## src/rtl/sd_pkg.sv

```systemverilog
// Shared types, default widths and pointer-width helper for the store drain unit.
package sd_pkg;

  typedef enum logic {
    SD_IDLE  = 1'b0,
    SD_ISSUE = 1'b1
  } sd_state_e;

  localparam int unsigned SD_ADDR_W   = 16;
  localparam int unsigned SD_DATA_W   = 16;
  localparam int unsigned SD_WB_DEPTH = 4;
  localparam int unsigned SD_CNT_W    = 16;

  // One extra pointer bit distinguishes full from empty.
  function automatic int unsigned wb_ptr_w(input int unsigned depth);
    return $clog2(depth) + 1;
  endfunction

endpackage

```

## src/rtl/store_drain_unit_if.sv

```systemverilog
// Store-buffer head, memory write port and load-snoop signals of the store drain unit.
interface store_drain_unit_if #(
  parameter int unsigned ADDR_W = 16,
  parameter int unsigned DATA_W = 16
);
  logic              head_valid;
  logic [ADDR_W-1:0] head_addr;
  logic [DATA_W-1:0] head_data;
  logic              pop_head;
  logic              mem_req;
  logic [ADDR_W-1:0] mem_addr;
  logic [DATA_W-1:0] mem_wdata;
  logic              mem_ack;
  logic [ADDR_W-1:0] ld_search_addr;
  logic              ld_match;
  logic [DATA_W-1:0] ld_data;

  modport slave (
    input  head_valid, head_addr, head_data, mem_ack, ld_search_addr,
    output pop_head, mem_req, mem_addr, mem_wdata, ld_match, ld_data
  );

  modport master (
    output head_valid, head_addr, head_data, mem_ack, ld_search_addr,
    input  pop_head, mem_req, mem_addr, mem_wdata, ld_match, ld_data
  );
endinterface

```

## src/rtl/sd_wbuf.sv

```systemverilog
// In-order write buffer: entry storage, read/write pointers, full/empty flags and
// youngest-first address snoop.
module sd_wbuf
  import sd_pkg::*;
#(
  parameter int unsigned ADDR_W = SD_ADDR_W,
  parameter int unsigned DATA_W = SD_DATA_W,
  parameter int unsigned DEPTH  = SD_WB_DEPTH
) (
  input  logic              CLK,
  input  logic              RST,
  input  logic              wr_en,
  input  logic              comb_en,
  input  logic [ADDR_W-1:0] wr_addr,
  input  logic [DATA_W-1:0] wr_data,
  input  logic              rd_en,
  input  logic [ADDR_W-1:0] search_addr,
  output logic              full,
  output logic              empty,
  output logic              single,
  output logic [ADDR_W-1:0] rd_addr,
  output logic [DATA_W-1:0] rd_data,
  output logic [ADDR_W-1:0] young_addr,
  output logic              young_is_rd,
  output logic              match,
  output logic [DATA_W-1:0] match_data
);
  localparam int unsigned PTR_W = wb_ptr_w(DEPTH);
  localparam int unsigned IDX_W = PTR_W - 1;

  logic [ADDR_W-1:0] addr_q [DEPTH];
  logic [DATA_W-1:0] data_q [DEPTH];
  logic [PTR_W-1:0]  wr_ptr, rd_ptr, young_ptr, occ, scan_ptr;

  assign young_ptr   = wr_ptr - PTR_W'(1);
  assign occ         = wr_ptr - rd_ptr;
  assign empty       = (wr_ptr == rd_ptr);
  assign full        = (wr_ptr[PTR_W-1] != rd_ptr[PTR_W-1]) &&
                       (wr_ptr[IDX_W-1:0] == rd_ptr[IDX_W-1:0]);
  assign single      = (occ == PTR_W'(1));
  assign rd_addr     = addr_q[rd_ptr[IDX_W-1:0]];
  assign rd_data     = data_q[rd_ptr[IDX_W-1:0]];
  assign young_addr  = addr_q[young_ptr[IDX_W-1:0]];
  assign young_is_rd = (young_ptr == rd_ptr);

  always_ff @(posedge CLK) begin
    if (RST) begin
      wr_ptr <= '0;
      rd_ptr <= '0;
      for (int unsigned i = 0; i < DEPTH; i++) begin
        addr_q[i] <= '0;
        data_q[i] <= '0;
      end
    end else begin
      if (wr_en) begin
        addr_q[wr_ptr[IDX_W-1:0]] <= wr_addr;
        data_q[wr_ptr[IDX_W-1:0]] <= wr_data;
        wr_ptr <= wr_ptr + PTR_W'(1);
      end else if (comb_en) begin
        data_q[young_ptr[IDX_W-1:0]] <= wr_data;
      end
      if (rd_en) rd_ptr <= rd_ptr + PTR_W'(1);
    end
  end

  // Scan oldest to youngest so the last hit, i.e. the youngest match, wins.
  always_comb begin
    match      = 1'b0;
    match_data = '0;
    scan_ptr   = '0;
    for (int unsigned i = 0; i < DEPTH; i++) begin
      scan_ptr = rd_ptr + PTR_W'(i);
      if ((PTR_W'(i) < occ) && (addr_q[scan_ptr[IDX_W-1:0]] == search_addr)) begin
        match      = 1'b1;
        match_data = data_q[scan_ptr[IDX_W-1:0]];
      end
    end
  end
endmodule

```

## src/rtl/store_drain_unit.sv

```systemverilog
// Drains retired stores through a small write buffer into the memory write port.
// Optional feature macro: WRITE_COMBINE_EN (same-address merge into the youngest idle entry).
module store_drain_unit
  import sd_pkg::*;
#(
  parameter int unsigned ADDR_W   = SD_ADDR_W,
  parameter int unsigned DATA_W   = SD_DATA_W,
  parameter int unsigned WB_DEPTH = SD_WB_DEPTH,
  parameter int unsigned CNT_W    = SD_CNT_W
) (
  input  logic             CLK,
  input  logic             RST,
  store_drain_unit_if.slave bus,
  output logic             drained,
  output logic [CNT_W-1:0] drain_count
);
`ifdef WRITE_COMBINE_EN
  localparam bit COMBINE = 1'b1;
`else
  localparam bit COMBINE = 1'b0;
`endif

  sd_state_e         state, state_n;
  logic              full, empty, single, young_is_rd;
  logic              comb_hit, pop, wr_en, comb_en, ack;
  logic [ADDR_W-1:0] young_addr;

  // Never merge into the entry currently presented on the memory port.
  assign comb_hit = COMBINE && !empty && (bus.head_addr == young_addr) &&
                    !((state == SD_ISSUE) && young_is_rd);
  assign pop      = bus.head_valid && (comb_hit || !full);
  assign wr_en    = pop && !comb_hit;
  assign comb_en  = pop && comb_hit;
  assign ack      = (state == SD_ISSUE) && bus.mem_ack;

  assign bus.pop_head = pop;
  assign bus.mem_req  = (state == SD_ISSUE);
  assign drained      = empty && (state == SD_IDLE);

  sd_wbuf #(
    .ADDR_W (ADDR_W),
    .DATA_W (DATA_W),
    .DEPTH  (WB_DEPTH)
  ) u_wbuf (
    .CLK         (CLK),
    .RST         (RST),
    .wr_en       (wr_en),
    .comb_en     (comb_en),
    .wr_addr     (bus.head_addr),
    .wr_data     (bus.head_data),
    .rd_en       (ack),
    .search_addr (bus.ld_search_addr),
    .full        (full),
    .empty       (empty),
    .single      (single),
    .rd_addr     (bus.mem_addr),
    .rd_data     (bus.mem_wdata),
    .young_addr  (young_addr),
    .young_is_rd (young_is_rd),
    .match       (bus.ld_match),
    .match_data  (bus.ld_data)
  );

  always_ff @(posedge CLK) begin
    if (RST) state <= SD_IDLE;
    else     state <= state_n;
  end

  // An enqueue at this edge already counts as pending, so a request follows the pop directly.
  always_comb begin
    state_n = state;
    unique case (state)
      SD_IDLE:  if (!empty || wr_en) state_n = SD_ISSUE;
      SD_ISSUE: if (ack && single && !wr_en) state_n = SD_IDLE;
      default:  state_n = SD_IDLE;
    endcase
  end

  always_ff @(posedge CLK) begin
    if (RST)      drain_count <= '0;
    else if (ack) drain_count <= drain_count + CNT_W'(1);
  end
endmodule

```

## src/flat_wrapper.sv

```systemverilog
// flat-port wrapper written by rule: the top's interface ports become plain ports
module store_drain_unit_flat import sd_pkg::*;
#(
  parameter int unsigned ADDR_W   = SD_ADDR_W,
  parameter int unsigned DATA_W   = SD_DATA_W,
  parameter int unsigned WB_DEPTH = SD_WB_DEPTH,
  parameter int unsigned CNT_W    = SD_CNT_W
)
  (CLK, RST, drained, drain_count, bus_head_valid, bus_head_addr, bus_head_data, bus_mem_ack, bus_ld_search_addr, bus_pop_head, bus_mem_req, bus_mem_addr, bus_mem_wdata, bus_ld_match, bus_ld_data);
  store_drain_unit_if #(.ADDR_W(ADDR_W), .DATA_W(DATA_W)) bus_i ();
  input  logic CLK;
  input  logic RST;
  output logic drained;
  output logic [CNT_W-1:0] drain_count;
  input wire logic [$bits(bus_i.head_valid)-1:0] bus_head_valid;
  input wire logic [$bits(bus_i.head_addr)-1:0] bus_head_addr;
  input wire logic [$bits(bus_i.head_data)-1:0] bus_head_data;
  input wire logic [$bits(bus_i.mem_ack)-1:0] bus_mem_ack;
  input wire logic [$bits(bus_i.ld_search_addr)-1:0] bus_ld_search_addr;
  output wire logic [$bits(bus_i.pop_head)-1:0] bus_pop_head;
  output wire logic [$bits(bus_i.mem_req)-1:0] bus_mem_req;
  output wire logic [$bits(bus_i.mem_addr)-1:0] bus_mem_addr;
  output wire logic [$bits(bus_i.mem_wdata)-1:0] bus_mem_wdata;
  output wire logic [$bits(bus_i.ld_match)-1:0] bus_ld_match;
  output wire logic [$bits(bus_i.ld_data)-1:0] bus_ld_data;
  assign bus_i.head_valid = bus_head_valid;
  assign bus_i.head_addr = bus_head_addr;
  assign bus_i.head_data = bus_head_data;
  assign bus_i.mem_ack = bus_mem_ack;
  assign bus_i.ld_search_addr = bus_ld_search_addr;
  assign bus_pop_head = bus_i.pop_head;
  assign bus_mem_req = bus_i.mem_req;
  assign bus_mem_addr = bus_i.mem_addr;
  assign bus_mem_wdata = bus_i.mem_wdata;
  assign bus_ld_match = bus_i.ld_match;
  assign bus_ld_data = bus_i.ld_data;
  store_drain_unit #(.ADDR_W(ADDR_W), .DATA_W(DATA_W), .WB_DEPTH(WB_DEPTH), .CNT_W(CNT_W)) u_core (.CLK(CLK), .RST(RST), .bus(bus_i), .drained(drained), .drain_count(drain_count));
endmodule
```

## config.mk

```make
export PLATFORM = sky130hd
export DESIGN_NAME = store_drain_unit_flat
export DESIGN_NICKNAME = d
export VERILOG_FILES = /design/src/rtl/sd_pkg.sv /design/src/rtl/store_drain_unit_if.sv /design/src/rtl/sd_wbuf.sv /design/src/rtl/store_drain_unit.sv /design/src/flat_wrapper.sv
export SDC_FILE = /design/constraint.sdc
export NUM_CORES = 1
export LEC_CHECK = 0
export ABC_CLOCK_PERIOD_IN_PS = 4600
export BUFFER_PORTS_ARGS = -buffer_cell sky130_fd_sc_hd__buf_2
export CORE_MARGIN = 5
export CORE_UTILIZATION = 35
export DETAILED_ROUTE_END_ITERATION = 10
export GPL_ROUTABILITY_DRIVEN = 0
export HOLD_SLACK_MARGIN = 0.06
export SLEW_MARGIN = 10
export SYNTH_ARGS = -nofsm -noshare
export SYNTH_HDL_FRONTEND = slang
export SYNTH_SLANG_ARGS = --single-unit
```

## constraint.sdc

```tcl
create_clock -name CLK -period 4.6 [get_ports CLK]
set_input_delay 0.46 -clock CLK [delete_from_list [all_inputs] [get_ports CLK]]
set_output_delay 0.46 -clock CLK [all_outputs]
set_load 0.01 [all_outputs]
```

==> metrics <==
status finished, final reports clean; Seq/Total Area, Yosys 42.2%; Max Root-Sink Buffers 2; Clk pin slew, worst setup/hold paths 0.06 ns; grt total ovfl 0; CP endpoint kind primary output; Final Hold Fails 0; power share of the combinational group 22.8%; # Max-Cap Violations 0; Critical Path Fanout Max 35; row count 62; Final Cycle Share 96.5%; Post-synth EDFFs 128; synth top area cells edfxtp_1 37%, mux4_2 18%, and2_1 7.8%; top cells by count, synth 129 x and2_1, 128 x edfxtp_1, 82 x mux4_2; drt drc 0; DIE AREA 32900 sq um; hold slack 0.342 ns; Slew headroom 26.6%; largest net degree at the start of global routing 54; synthesized area 10300 sq um; Starting Density 35.7%; Worst Tran Pin Value 1.10 ns; Ports 120; setup TNS 0 ns; Switching Fraction 28.6%; post-synth top area share 37.3%; CP required 4.14 ns; max-slew violations 0; H-Tree Depth 4; Yosys cell types 52; dominant synthesized flop cell edfxtp_1; Initial DRC Count 526; post-CTS setup repair buffer count 3; Synth warnings 0; HPWL Detailed 19300 microns; initial antenna violation count 6; CTS tree done; Critical Path Start Type flop; drt wl/cell 21.6 microns; Tmin final 4.44 ns; layout cells sized above 1 30.4%; Core Region 28900 sq um; clock power share 35.4%; hold buffers post-CTS 0; post-synth top area cell edfxtp_1; first-pass GRT wire length 45300 microns; total CTS buffers 17; worst path arrival time 3.98 ns; RSZ-0062 raised after global routing false; Power per Cell Area 336 nW/um^2; final wirelength 29400 microns; input/output buffers 119; fmax 0.225 GHz; DRT antenna net count 0; CP Class reg -> out; drt pass-1 iters 5; most common cell in the synthesized netlist and2_1; Vias/cell 5.48; Layout Skew 0.0103 ns; Clk Latency, worst-skew pair 0.42 ns; FILL cells 2783; Syn Inst Count 870; Syn Nets 928; Final nets 1018; final setup violating endpoints 0; Worst VDD drop 243 uV; Total Routing Usage GR 17.8%; fraction of registers with async set/reset 0%; register bit total from synthesis 153; CTS Sinks 153; Flop pwr share 41.8%; Area Growth Syn to Fin 15.4%; Vias 7446; CTS resizes 0; vias in the first global route 7634; clk root buf clkbuf_16; Post-Syn Area per Cell 11.8 sq um; Hold WC Path Type in -> reg; DIE HEIGHT 181 microns; Psw 1.14 mW; Pint 2.85 mW; die width 181 microns; leakage power 4.24 nW
power by group through the flow:
| stage | combinational, mW | sequential (mW) | clock, mW |
|---|---|---|---|
| floorplan | 0.677 | 1.66 | 0 |
| global placement | 0.910 | 1.70 | 0 |
| detailed placement | 0.915 | 1.70 | 0 |
| CTS | 0.921 | 1.67 | 1.44 |
| global route | 0.993 | 1.68 | 1.50 |
| finish | 0.912 | 1.67 | 1.41 |
routing by layer:
layer | vias up | track usage [%] | share of wire [%] | routed length, microns
met5 | - | 0 | 0.21 | 62
met4 | 10 | 5.73 | 2.4 | 702
met3 | 51 | 4.14 | 6.0 | 1760
met2 | 252 | 29.9 | 48 | 14200
met1 | 3693 | 22.9 | 43 | 12700
li1 | 3440 | - | - | -
logic make-up (layout without fill, tap and decap cells):
kind of cell             count (synthesis)  after routing  synth area share (%)
AND/OR/NAND/NOR                        305            305                  15.8
flip-flops                             153            153                  42.2
multiplexers                           139            139                  23.8
XOR/XNOR                                82             82                  7.11
adder cells (fa/ha/maj)                  6              6                 0.802
buffers and inverters                   79            182                  3.50
other                                    0              1                     0
AO/OA/AOI/OAI                          106            106                  6.83
metrics by stage:
| stage | cells | instance area [sq um] | utilization, % | setup WS, ns | power, mW |
|---|---|---|---|---|---|
| 4_1_cts | 1357 | 11900 | 41.2 | 0.151 | 4.03 |
| 3_3_place_gp | 1322 | 11200 | 39.0 | 0.551 | 2.60 |
| 6_report | 1358 | 11900 | 41.2 | 0.159 | 4.00 |
| 2_1_floorplan | 870 | 10300 | - | 1.09 | 2.34 |
| 5_1_grt | 1358 | 11900 | 41.2 | 0.0184 | 4.18 |
| 3_5_place_dp | 1322 | 11200 | 39.0 | 0.487 | 2.61 |
final timing paths:
kind / from / to / slack (ns) / cells after the start
setup / recovery: u_core.u_wbuf.rd_ptr[0]$_SDFFE_PP0P_ / bus_ld_data[12] / 0.16 / 10
hold / removal: bus_head_addr[11] / u_core.u_wbuf.addr_q[0][11]$_SDFFCE_PN0P_ / 0.34 / 2
setup reg to reg: u_core.u_wbuf.wr_ptr[0]$_SDFFE_PP0P_ / u_core.u_wbuf.addr_q[0][3]$_SDFFCE_PN0P_ / 1.34 / 7
hold reg to reg: u_core.drain_count[5]$_SDFFE_PP0P_ / u_core.drain_count[5]$_SDFFE_PP0P_ / 0.50 / 2
state kept, by name, summed over array words and instances (netlist names), named ones only:
| register | cells |
|---|---|
| u_core.bus.mem_req | 1 |
| u_core.drain_count | 16 |
| u_core.u_wbuf.addr_q | 64 |
| u_core.u_wbuf.data_q | 64 |
| u_core.u_wbuf.rd_ptr | 3 |
| u_core.u_wbuf.wr_ptr | 3 |
area by class of cell:
cell class / count / area, sq um / area share [%]
Tap cell: 384 / 480 / 4.04
Timing Repair Buffer: 143 / 788 / 6.64
Antenna cell: 1 / 2.50 / 0.0211
Multi-Input combinational cell: 638 / 5630 / 47.4
Clock buffer: 24 / 549 / 4.62
Sequential cell: 153 / 4350 / 36.6
Clock inverter: 8 / 50.0 / 0.421
Inverter: 7 / 26.3 / 0.221
critical path: stages, from the launching register on:
cell and delay, ns:
dfxtp_4 0.37, ha_4 0.60, mux4_2 0.58, xnor2_1 0.29, nand4_1 0.22, a2111o_1 0.43, buf_4 0.26, nor3_1 0.20
o211ai_1 0.10, a31oi_1 0.31, buf_2 0.19
placed cells by master (no fill, tap or decap), types with 21 or more instances in the layout:
cell type and count:
edfxtp_1 128, buf_2 119, nand2_1 37, xnor2_1 57, xor2_1 24, buf_4 23, dfxtp_1 21, nor2_1 72
and2_1 129, a21oi_1 41, mux4_2 82, mux2i_1 36, clkbuf_16 21
Power figures use the tool's default switching activity.
